**src/rtl/imem_loader_pkg.sv**
```systemverilog
// ---------------------------------------------------------------------------
// imem_loader_pkg
// Shared definitions for the instruction-memory loader:
//   - state_t       : loader FSM states
//   - ERR_*         : err_code values reported to the host
//   - HDR_BYTES     : number of length-header bytes at the start of a stream
//   - stream_bytes  : total stream length for a given word count
// ---------------------------------------------------------------------------
package imem_loader_pkg;

  // Loader FSM states. IDLE/DONE/ERR are the resting states that accept a
  // new start pulse; the other four are the in-session states.
  typedef enum logic [2:0] {
    ST_IDLE,
    ST_LEN_LO,
    ST_LEN_HI,
    ST_DATA,
    ST_CSUM,
    ST_DONE,
    ST_ERR
  } state_t;

  // Error codes reported on err_code.
  localparam logic [1:0] ERR_NONE = 2'd0;
  localparam logic [1:0] ERR_LEN  = 2'd1;
  localparam logic [1:0] ERR_CSUM = 2'd2;

  // Two header bytes carry the little-endian word count.
  localparam int unsigned HDR_BYTES = 2;

  // Full stream length: header, 4 bytes per word, one checksum byte.
  function automatic int unsigned stream_bytes(input int unsigned words);
    return HDR_BYTES + 4 * words + 1;
  endfunction

endpackage

```
**src/rtl/imem_loader_csum.sv**
```systemverilog
// ---------------------------------------------------------------------------
// imem_loader_csum
// XOR accumulator for the payload checksum.
// Ports:
//   clk     : system clock, rising edge
//   rst_n   : asynchronous active-low reset
//   clear   : synchronous clear of the running checksum (new session)
//   enable  : fold data into the running checksum this cycle
//   data    : payload byte to accumulate
//   cmp     : received checksum byte to compare against
//   match   : running checksum equals cmp (combinational)
// ---------------------------------------------------------------------------
module imem_loader_csum (
  input  logic       clk,
  input  logic       rst_n,
  input  logic       clear,
  input  logic       enable,
  input  logic [7:0] data,
  input  logic [7:0] cmp,
  output logic       match
);

  logic [7:0] sum;

  // Running XOR of every payload byte seen since the last clear. Clear wins
  // over enable so a start pulse always begins from a zero checksum.
  always_ff @(posedge clk or negedge rst_n) begin
    if (!rst_n) begin
      sum <= '0;
    end else if (clear) begin
      sum <= '0;
    end else if (enable) begin
      sum <= sum ^ data;
    end
  end

  // The comparison is combinational so the checksum byte can be judged on
  // the same edge it is transferred.
  assign match = (sum == cmp);

endmodule

```
**src/rtl/imem_loader.sv**
```systemverilog
// ---------------------------------------------------------------------------
// imem_loader
// Receives a program as a byte stream (LEN_LO, LEN_HI, 4N payload bytes,
// XOR checksum) and writes the payload into the instruction memory, one byte
// per cycle, while holding the CPU in stall.
// Ports:
//   clk, rst_n      : clock (rising edge) and asynchronous active-low reset
//   start           : single-cycle pulse that begins a load session
//   in_byte/in_valid: stream byte and its valid flag
//   in_ready        : loader can accept a byte this cycle
//   mem_we/addr/wdata : registered byte write to instruction memory
//   cpu_hold        : stall request, covers the session and the final write
//   busy            : a session is in progress
//   done/error      : sticky result of the last session
//   err_code        : ERR_NONE / ERR_LEN / ERR_CSUM
//   words_loaded    : complete 4-byte words written this session
// ---------------------------------------------------------------------------
module imem_loader
  import imem_loader_pkg::*;
#(
  parameter int unsigned MEM_BYTES = 1024,
  parameter int unsigned BASE_ADDR = 0,
  parameter int unsigned ADDR_W    = 32
) (
  input  logic              clk,
  input  logic              rst_n,
  input  logic              start,
  input  logic [7:0]        in_byte,
  input  logic              in_valid,
  output logic              in_ready,
  output logic              mem_we,
  output logic [ADDR_W-1:0] mem_addr,
  output logic [7:0]        mem_wdata,
  output logic              cpu_hold,
  output logic              busy,
  output logic              done,
  output logic              error,
  output logic [1:0]        err_code,
  output logic [15:0]       words_loaded
);

  localparam int unsigned MAX_WORDS = MEM_BYTES / 4;

  state_t      state;
  logic [7:0]  len_lo;
  logic [17:0] idx;
  logic [17:0] last_idx;
  logic [15:0] n_words;
  logic        len_bad;
  logic        xfer;
  logic        resting;
  logic        session_start;
  logic        csum_en;
  logic        csum_match;

  // A session is in progress in the four stream-consuming states; those are
  // exactly the states in which a byte can be accepted.
  always_comb begin
    busy = 1'b0;
    case (state)
      ST_LEN_LO, ST_LEN_HI, ST_DATA, ST_CSUM: busy = 1'b1;
      default:                                busy = 1'b0;
    endcase
  end

  assign in_ready = busy;

  // Keeping the hold up while the last write strobe is out means the CPU
  // never fetches from a byte that has not landed yet.
  assign cpu_hold = busy | mem_we;

  assign xfer          = in_valid & in_ready;
  assign resting       = (state == ST_IDLE) || (state == ST_DONE) || (state == ST_ERR);
  assign session_start = start & resting;
  assign csum_en       = xfer & (state == ST_DATA);

  // The word count is assembled from the latched low byte and the high byte
  // being transferred right now, so the length check needs no extra cycle.
  assign n_words = {in_byte, len_lo};
  assign len_bad = (n_words == 16'd0) || (32'(n_words) > MAX_WORDS);

  imem_loader_csum u_csum (
    .clk    (clk),
    .rst_n  (rst_n),
    .clear  (session_start),
    .enable (csum_en),
    .data   (in_byte),
    .cmp    (in_byte),
    .match  (csum_match)
  );

  // Main loader FSM. All outputs other than the handshake/hold signals are
  // registered here. The write strobe defaults low every cycle so it is a
  // single-cycle pulse following each payload transfer. last_idx holds
  // 4N-1 so the final payload byte is recognised with a plain equality.
  always_ff @(posedge clk or negedge rst_n) begin
    if (!rst_n) begin
      state        <= ST_IDLE;
      len_lo       <= '0;
      idx          <= '0;
      last_idx     <= '0;
      mem_we       <= 1'b0;
      mem_addr     <= '0;
      mem_wdata    <= '0;
      done         <= 1'b0;
      error        <= 1'b0;
      err_code     <= ERR_NONE;
      words_loaded <= '0;
    end else begin
      mem_we <= 1'b0;
      case (state)
        ST_IDLE, ST_DONE, ST_ERR: begin
          if (start) begin
            state        <= ST_LEN_LO;
            done         <= 1'b0;
            error        <= 1'b0;
            err_code     <= ERR_NONE;
            words_loaded <= '0;
            idx          <= '0;
          end
        end

        ST_LEN_LO: begin
          if (xfer) begin
            len_lo <= in_byte;
            state  <= ST_LEN_HI;
          end
        end

        ST_LEN_HI: begin
          if (xfer) begin
            if (len_bad) begin
              state    <= ST_ERR;
              error    <= 1'b1;
              err_code <= ERR_LEN;
            end else begin
              last_idx <= {n_words, 2'b00} - 18'd1;
              state    <= ST_DATA;
            end
          end
        end

        ST_DATA: begin
          if (xfer) begin
            mem_we    <= 1'b1;
            mem_addr  <= ADDR_W'(BASE_ADDR) + ADDR_W'(idx);
            mem_wdata <= in_byte;
            idx       <= idx + 18'd1;
            if (idx[1:0] == 2'd3) begin
              words_loaded <= words_loaded + 16'd1;
            end
            if (idx == last_idx) begin
              state <= ST_CSUM;
            end
          end
        end

        ST_CSUM: begin
          if (xfer) begin
            if (csum_match) begin
              state <= ST_DONE;
              done  <= 1'b1;
            end else begin
              state    <= ST_ERR;
              error    <= 1'b1;
              err_code <= ERR_CSUM;
            end
          end
        end

        default: begin
          state <= ST_IDLE;
        end
      endcase
    end
  end

endmodule

```
**config.mk**
```make
export PLATFORM = sky130hd
export DESIGN_NAME = imem_loader
export DESIGN_NICKNAME = d
export VERILOG_FILES = /design/src/rtl/imem_loader_pkg.sv /design/src/rtl/imem_loader_csum.sv /design/src/rtl/imem_loader.sv
export SDC_FILE = /design/constraint.sdc
export NUM_CORES = 1
export LEC_CHECK = 0
export ABC_AREA = 1
export CAP_MARGIN = 20
export CORE_MARGIN = 2
export CORE_UTILIZATION = 45
export DETAILED_ROUTE_END_ITERATION = 7
export PLACE_DENSITY = 0.75
export SLEW_MARGIN = 5
export SYNTH_ARGS = -nofsm -noshare
export SYNTH_HDL_FRONTEND = slang
export SYNTH_SLANG_ARGS = --single-unit
```
**constraint.sdc**
```tcl
create_clock -name clk -period 3.1 [get_ports clk]
set_input_delay 0.775 -clock clk [delete_from_list [all_inputs] [get_ports clk]]
set_output_delay 0.775 -clock clk [all_outputs]
set_load 0.01 [all_outputs]
```
==> impl_metrics.yaml, run 1 <==
run_status:
  status: "completed"
logic_synthesis:
  synth_top_family_by_area: "simple AND/OR/NAND/NOR gates"
  yosys.area.top_type: "dfrtp_1"
  synth.area.mux_share_pct: 0
  synthTopCellsByCount: "nand2_1, dfrtp_1, inv_1"
  synth_fa_ha_area_share_pct: 0.909
  synth-xor-area-share_pct: 4.14
  async_flop_share_pct: 100
  synth_cells: 736
  ys_seq_area_share_pct: 45.9
  yosys.area_share.simple_pct: 29.4
  synth_edf_count: 0
  synth.most_common_cell: "nand2_1"
  syn-cell-area_sq_um: 5500
  synthTopCellsByArea: "dfrtp_1, nand2_1, inv_1"
  avgSynthCellArea_sq_um: 7.48
  synth-main-ff-cell: "dfrtp_1"
  synth_top_area_share_pct: 45.9
  ys_warn_count: 0
  synth_compound_area_share_pct: 9.48
  ys_ff_latch: 101
  ys_types: 34
clocking:
  cts_setup_buffers: 0
  worstSkewPairLatency_ns: 0.35
  root_buffer: "clkbuf_16"
  cts_made_buffers: 9
  cts_max_level: 3
  clkSinkCount: 101
  cts.reportedPaths.clkPinSlew_ns: 0.07
  cts_tree: "built"
  ctsResizeCount: 0
  cts.path.max_buffers: 2
  hold_buffers: 0
timing:
  hold_ws_ns: 0.413
  rsz0062_at_grt: "false"
  final-hold-violation-count: 0
  setup_violations: 0
  worstMarginPinSlew_ns: 0.568
  max_freq_mhz: 343
  fin_crit_sh_pct: 94.1
  fin_worst_skew_ns: 0.00760
  timing.slew.headroom_pct: 62.2
  period_minus_slack_ns: 2.92
  fin_ws_ns: 0.181
  setup_tns_ns: 0
  slew_viol_final: 0
floorplanning:
  die_h_microns: 115
  fp.dieArea_sq_um: 13100
  chipWidth_microns: 115
  start_util_pct: 46.0
  rows: 40
  core_sq_um: 12000
  ios: 76
critical_path:
  critPathArrivalTime_ns: 2.14
  path_max_fanout: 5
  critPathBufInv: 2
  critPathTopFamily: "simple AND/OR/NAND/NOR gates"
  max_stage_delay_ns: 0.48
  end_kind: "output port"
  start_kind: "flop"
  critPathKind: "reg2out"
  crit_chain: "inv_1, nand2_1, nor2_1, nor2_1, nand2_1, or2_2, clkdlybuf4s50_1"
  crit_slowest_cell: "clkdlybuf4s50_1"
  worst_ep_required_time_ns: 2.32
cells_and_area:
  stdcell_count: 945
  nets: 809
  final_area_sq_um: 6510
  syn_to_final_growth_pct: 18.3
  drive_gt1_share_pct: 6.14
  diodes: 0
global_route:
  grt.total_usage_pct: 20.5
  grt_pass1_vias: 4315
  grt_pass1_wl_microns: 21100
  grt_max_degree: 63
  antenna_found_initial: 0
  overflow: 0
placement:
  place_area_sq_um: 6190
  dp_cells: 929
  gp_congestion: 0.905
  dp_hpwl_microns: 9500
  place_ws_ns: 0.370
  portBuffers: 61
route:
  drc: 0
  dr_total_vias: 4739
  viasPerCell: 5.01
  postRouteAntennaNets: 0
  first_pass_iters: 4
  wire_per_inst_microns: 13.5
  drt_iter0_markers: 280
  routed_wl_microns: 12800
power_and_ir_drop:
  p_per_area_nw_per_um2: 756
  peakVddDrop_uv: 483
  leakagePower_uw: 0.00310
hold_path:
  min_path_type: "in2async"
flow_run:
  drv_cap: 0
==> final timing paths <==
path,from,endpoint,slack (ns),cells past startpoint
setup / recovery,state[0],cpu_hold,0.18,7
hold / removal,rst_n,words_loaded[10],0.41,1
setup reg to reg,state[2],words_loaded[10],1.17,10
hold reg to reg,mem_addr[10],mem_addr[10],0.48,2
max in group asynchronous,rst_n,len_lo[2],2.04,2
min in group clk,mem_addr[10],mem_addr[10],0.48,2
==> where the power goes <==
part | internal (uW) | leakage [uW] | switching, uW
sequential | 1630 | 0.00134 | 249
combinational | 767 | 0.00160 | 1060
clock | 728 | 0.000158 | 492
==> layout make-up <==
cell class	instances	area, sq um
timing repair buffer	66	658
multi-input combinational	524	2470
clock inverter	6	86.3
clock buffer	10	239
inverter	91	344
sequential	101	2530
fill	1135	5450
tap	147	184
==> routing by layer <==
layer / track usage, % / vias to the layer above / wire length [microns]
met5: 0 / - / 0
met2: 33.5 / 117 / 6010
met3: 4.34 / 16 / 611
met4: 6.83 / 0 / 200
li1: - / 2414 / -
met1: 27.3 / 2192 / 5950
==> placed cells by master (no fill, tap or decap), types with 2 or more instances in the layout <==
master / netlist / layout
nor3_1: 19 / 19
bufinv_16: 0 / 2
inv_2: 6 / 6
xnor2_1: 9 / 9
nand2_1: 217 / 217
nor2_2: 4 / 4
nor2_4: 2 / 2
clkinv_2: 0 / 2
inv_1: 84 / 84
o21ai_1: 28 / 28
xor2_1: 17 / 17
nor2_1: 78 / 78
dfrtp_1: 101 / 101
o21ai_2: 3 / 3
nand2_4: 4 / 4
o31ai_1: 2 / 2
nand3_2: 2 / 2
nand4_1: 16 / 16
o21ai_0: 43 / 43
buf_4: 17 / 5
nand3_1: 36 / 36
a21oi_1: 17 / 17
clkbuf_16: 0 / 9
a31o_2: 2 / 2
conb_1: 1 / 14
ha_1: 4 / 4
clkdlybuf4s50_1: 0 / 60
nand2_2: 2 / 2
==> sequential cells by signal, summed over array words and instances, names as in the netlist <==
signal and flops:
done 1, mem_we 1, last_idx 17, err_code 2, len_lo 8, mem_addr 18
u_csum.sum 8, words_loaded 16, error 1, idx 18, mem_wdata 8, state 3
==> stage by stage <==
stage	util [%]	power (uW)
3_5_place_dp	51.7	3730
6_report	54.4	4920
3_3_place_gp	51.7	3700
4_1_cts	54.4	4970
5_1_grt	54.4	5250
2_1_floorplan	-	3010
==> kinds of logic (layout without fill, tap and decap cells) <==
| family | count (synthesis) | in the layout |
|---|---|---|
| xor+xnor | 26 | 26 |
| compound gates | 98 | 98 |
| buf+inv | 124 | 173 |
| simple gates | 382 | 382 |
| flops | 101 | 101 |
| other cells | 1 | 14 |
| fa+ha+maj | 4 | 4 |
(Power assumes the default switching activity.)
==> run 2, diff against run 1 <==
--- a/config.mk
+++ b/config.mk
@@ -7,10 +7,12 @@
 export LEC_CHECK = 0
 export ABC_AREA = 1
 export CAP_MARGIN = 20
+export CORE_ASPECT_RATIO = 1.25
 export CORE_MARGIN = 2
 export CORE_UTILIZATION = 45
 export DETAILED_ROUTE_END_ITERATION = 7
 export PLACE_DENSITY = 0.75
+export SETUP_SLACK_MARGIN = 0.4
 export SLEW_MARGIN = 5
 export SYNTH_ARGS = -nofsm -noshare
 export SYNTH_HDL_FRONTEND = slang
==> run 2 against run 1 <==
  * Combinational power up 5%
  * First-iteration DRC count up 2.5%
  * Hold slack worse by 0.026 ns
  * Cell count up 2.2%
  * Largest cell class unchanged
==> impl_metrics.yaml, run 2 (same netlist as run 1, synthesis figures left out) <==
power_and_ir_drop:
  peakVddDrop_uv: 426
  seqPwrFrac_pct: 38.5
  leakagePower_uw: 0.00313
  p_sw_share_pct: 38.0
  p_per_area_nw_per_um2: 749
  switchingPower_uw: 1870
  power.internal_uw: 3040
  p_total_uw: 4910
  combPwrFrac_pct: 38.8
  clockPowerShare_pct: 22.7
floorplanning:
  rows: 45
  fp.dieArea_sq_um: 13100
  die_h_microns: 128
  start_util_pct: 45.7
  ios: 76
  core_sq_um: 12000
  chipWidth_microns: 103
clocking:
  cts_max_level: 3
  cts.path.max_buffers: 2
  cts_made_buffers: 9
  cts.reportedPaths.clkPinSlew_ns: 0.07
  root_buffer: "clkbuf_16"
  worstSkewPairLatency_ns: 0.35
  clkSinkCount: 101
  cts_tree: "built"
  hold_buffers: 0
route:
  routed_wl_microns: 13200
  first_pass_iters: 6
  wire_per_inst_microns: 13.7
  postRouteAntennaNets: 0
  viasPerCell: 4.97
  drc: 0
  dr_total_vias: 4805
  drt_iter0_markers: 287
timing:
  slew_viol_final: 0
  worstMarginPinSlew_ns: 0.552
  setup_violations: 0
  final-hold-violation-count: 0
  max_freq_mhz: 386
  period_minus_slack_ns: 2.59
  hold_ws_ns: 0.387
  timing.slew.headroom_pct: 63.1
  setup_tns_ns: 0
  fin_worst_skew_ns: 0.00495
  rsz0062_at_grt: "false"
  fin_crit_sh_pct: 83.7
global_route:
  overflow: 0
  grt_max_degree: 65
  grt.total_usage_pct: 21.5
  antenna_found_initial: 0
  grt_pass1_wl_microns: 21900
  grt_pass1_vias: 4574
cells_and_area:
  drive_gt1_share_pct: 7.36
  final_common_cell: "nand2_1"
  layout_common_cells: "nand2_1, dfrtp_1, inv_1"
  top_regs: "idx: 18 flops, mem_addr: 18 flops, last_idx: 17 flops"
  syn_to_final_growth_pct: 19.2
  fin_util_pct: 54.4
  stdcell_count: 966
  diodes: 0
  nets: 813
critical_path:
  end_kind: "output port"
  critPathKind: "reg2out"
  critPathArrivalTime_ns: 1.82
  start_kind: "flop"
  worst_ep_required_time_ns: 2.32
  path_max_fanout: 4
flow_run:
  drv_cap: 0
placement:
  portBuffers: 61
  dp_cells: 945
  gp_congestion: 0.943
  dp_hpwl_microns: 9630
hold_path:
  min_path_type: "in2async"
run_status:
  status: "completed"
-- run 2: repair_timing --
action	4_1_cts	5_1_grt
endpoints found under the setup margin	3	2
pin swaps	1	0
cloned	0	0
resized for setup	6	4
setup buffers	5	0
-- run 2: cell type report --
cell class	count	area, sq um
inverter	91	344
tap	164	205
sequential	101	2530
multi-input combinational	524	2490
fill	1153	5490
timing repair buffer	70	692
clock inverter	4	30.0
clock buffer	12	267
-- run 2: final timing paths --
kind                              start               end  slack (ns)  depth (start not counted)
max reg2reg                    state[2]  words_loaded[10]        1.11                         10
min                               rst_n     u_csum.sum[7]        0.39                          1
max in group asynchronous         rst_n            idx[2]        2.00                          2
min in group clk           last_idx[12]      last_idx[12]        0.48                          2
min reg2reg                last_idx[12]      last_idx[12]        0.48                          2
max                            state[1]          cpu_hold        0.51                          7
-- run 2: critical path, stage by stage (launching register included) --
cell and delay, ns:
dfrtp_1 0.41, inv_1 0.09, nand2_1 0.10, nor2_2 0.06, nor2_2 0.15, nand2_2 0.10
or2_2 0.27, dlygate4sd2_1 0.28
-- run 2: metrics by stage --
step           instance area [sq um]  worst slack, ns
2_1_floorplan                   5550             1.13
3_3_place_gp                    6200            0.502
3_5_place_dp                    6200            0.419
4_1_cts                         6550            0.450
5_1_grt                         6560            0.433
6_report                        6560            0.507
-- run 2: power by group through the flow --
stage          Sequential [uW]  Combinational, uW  Clock [uW]
5_1_grt                   1930               2130        1200
3_5_place_dp              1910               1840           0
6_report                  1890               1910        1120
3_3_place_gp              1900               1820           0
4_1_cts                   1880               1910        1140
2_1_floorplan             1930               1080           0
-- run 2: metal layers --
metal,global-route usage (%),share of wire [%],vias to the layer above
met1,26.6,42,2227
met5,0,0,-
met2,36.3,50,128
met3,3.93,5.1,25
li1,-,-,2425
met4,9.13,2.5,0
==> run 3, diff against run 2 <==
==> constraint.sdc (replaced) <==
create_clock -name clk -period 2.7 [get_ports clk]
set_input_delay 0.675 -clock clk [delete_from_list [all_inputs] [get_ports clk]]
set_output_delay 0.675 -clock clk [all_outputs]
set_load 0.01 [all_outputs]
==> run 3 against run 2 <==
  * Critical path depth unchanged
  * Via count up 0.65%
  * Cell area unchanged
  * Combinational power up 16%
  * Power up 14%
  * Clock-buffer cell count down 2
  * Clock power up 6%
  * Sequential share of layout area unchanged
  * First-iteration DRC count up 5.9%
  * Routed wire length down 0.76%
  * Clock skew up 0.0021 ns
  * Critical path type unchanged
  * Largest cell class unchanged
  * Largest power group unchanged
==> impl_metrics.yaml, run 3 (same netlist as run 1, synthesis figures left out) <==
run_status:
  status: "completed"
timing:
  setup_violations: 0
  period_minus_slack_ns: 2.24
  setup_tns_ns: 0
  rsz0062_at_grt: "true"
  max_freq_mhz: 447
  timing.slew.headroom_pct: 62.0
  final-hold-violation-count: 0
  fin_worst_skew_ns: 0.00707
  slew_viol_final: 0
  worstMarginPinSlew_ns: 0.570
  fin_crit_sh_pct: 82.8
critical_path:
  critPathArrivalTime_ns: 1.56
  rr_worst_depth: 11
  critPathKind: "reg2out"
  r2r_slack_ns: 0.73
  end_kind: "output port"
  crit_slowest_cell: "dfrtp_1"
  worstSetupStartpoint: "state[1]"
  start_kind: "flop"
  critPathBufInv: 2
  reg2reg_to: "idx[10]"
  critPathTopFamily: "simple AND/OR/NAND/NOR gates"
  max_stage_delay_ns: 0.42
  worst_ep_required_time_ns: 2.03
  crit_chain: "inv_2, nand2_2, nor2_2, nor2_2, nand2_2, or2_4, buf_6"
  endpoint: "cpu_hold"
  path_max_fanout: 4
  r2r_start: "state[0]"
  cp.depth: 7
route:
  postRouteAntennaNets: 0
  first_pass_iters: 5
  routed_wl_microns: 13100
  dr_total_vias: 4836
  viasPerCell: 4.99
  drc: 0
  wire_per_inst_microns: 13.5
  drt_iter0_markers: 304
power_and_ir_drop:
  peakVddDrop_uv: 517
  p_total_uw: 5580
  leakagePower_uw: 0.00311
  seqPwrFrac_pct: 38.8
  combPwrFrac_pct: 39.8
  switchingPower_uw: 2130
  p_sw_share_pct: 38.2
  clockPowerShare_pct: 21.4
  power.internal_uw: 3450
  p_per_area_nw_per_um2: 851
placement:
  dp_hpwl_microns: 9740
  portBuffers: 61
  gp_congestion: 0.953
cells_and_area:
  diodes: 0
  nets: 817
  syn_to_final_growth_pct: 19.2
  layout_common_cells: "nand2_1, dfrtp_1, inv_1"
  final_common_cell: "nand2_1"
  top_regs: "idx: 18 flops, mem_addr: 18 flops, last_idx: 17 flops"
  drive_gt1_share_pct: 8.81
clocking:
  cts.reportedPaths.clkPinSlew_ns: 0.07
  clkSinkCount: 101
  cts.path.max_buffers: 2
  root_buffer: "clkbuf_16"
  cts_max_level: 3
  worstSkewPairLatency_ns: 0.35
  cts_made_buffers: 9
  hold_buffers: 0
  cts_tree: "built"
global_route:
  grt_pass1_wl_microns: 22100
  grt_pass1_vias: 4564
  overflow: 0
  grt_max_degree: 43
  grt.total_usage_pct: 21.7
  antenna_found_initial: 0
floorplanning:
  fp.dieArea_sq_um: 13100
  die_h_microns: 128
  ios: 76
  rows: 45
  start_util_pct: 45.7
  chipWidth_microns: 103
  core_sq_um: 12000
hold_path:
  min_path_type: "in2async"
flow_run:
  drv_cap: 0
-- run 3: cell type report --
cell class | instances | area (sq um)
clock inverters | 6 | 40.0
inverters | 91 | 344
clock buffers | 10 | 229
fillers | 1151 | 5490
flip-flops and latches | 101 | 2530
well taps | 164 | 205
multi-input cells | 524 | 2500
repair buffers | 74 | 709
-- run 3: worst min path at each step --
stage	endpoint
2_1_floorplan	done
3_3_place_gp	mem_wdata[7]
3_5_place_dp	last_idx[12]
4_1_cts	mem_wdata[5]
5_1_grt	mem_wdata[5]
6_report	mem_wdata[5]
-- run 3: timing repair --
action / CTS / global route
setup endpoints to repair: 3 / 7
resized for setup: 6 / 19
pin swaps: 0 / 2
setup buffers: 2 / 3
-- run 3: metal layers --
metal,GRT usage [%],part of all wire (%),vias to the layer above
met4,9.21,3.3,0
met3,3.76,4.4,39
met5,0,0,-
met2,35.9,50,131
met1,27.7,42,2235
li1,-,-,2431
-- run 3: power groups by stage --
stage               Sequential, uW  Combinational (uW)  Clock (uW)
CTS                           2160                2150        1210
global route                  2210                2490        1290
finish                        2170                2220        1190
global placement              2180                2110           0
floorplan                     2220                1240           0
detailed placement            2190                2130           0
-- run 3: per-stage QoR --
| stage | area [sq um] | hold WS [ns] | instances | setup slack (ns) | util, % |
|---|---|---|---|---|---|
| 2_1_floorplan | 5550 | 0.379 | 749 | 0.834 | - |
| 3_3_place_gp | 6230 | 0.466 | 949 | 0.215 | 51.7 |
| 3_5_place_dp | 6230 | 0.469 | 949 | 0.122 | 51.7 |
| 4_1_cts | 6520 | 0.304 | 967 | 0.238 | 54.1 |
| 5_1_grt | 6560 | 0.316 | 970 | 0.390 | 54.4 |
| 6_report | 6560 | 0.282 | 970 | 0.464 | 54.4 |
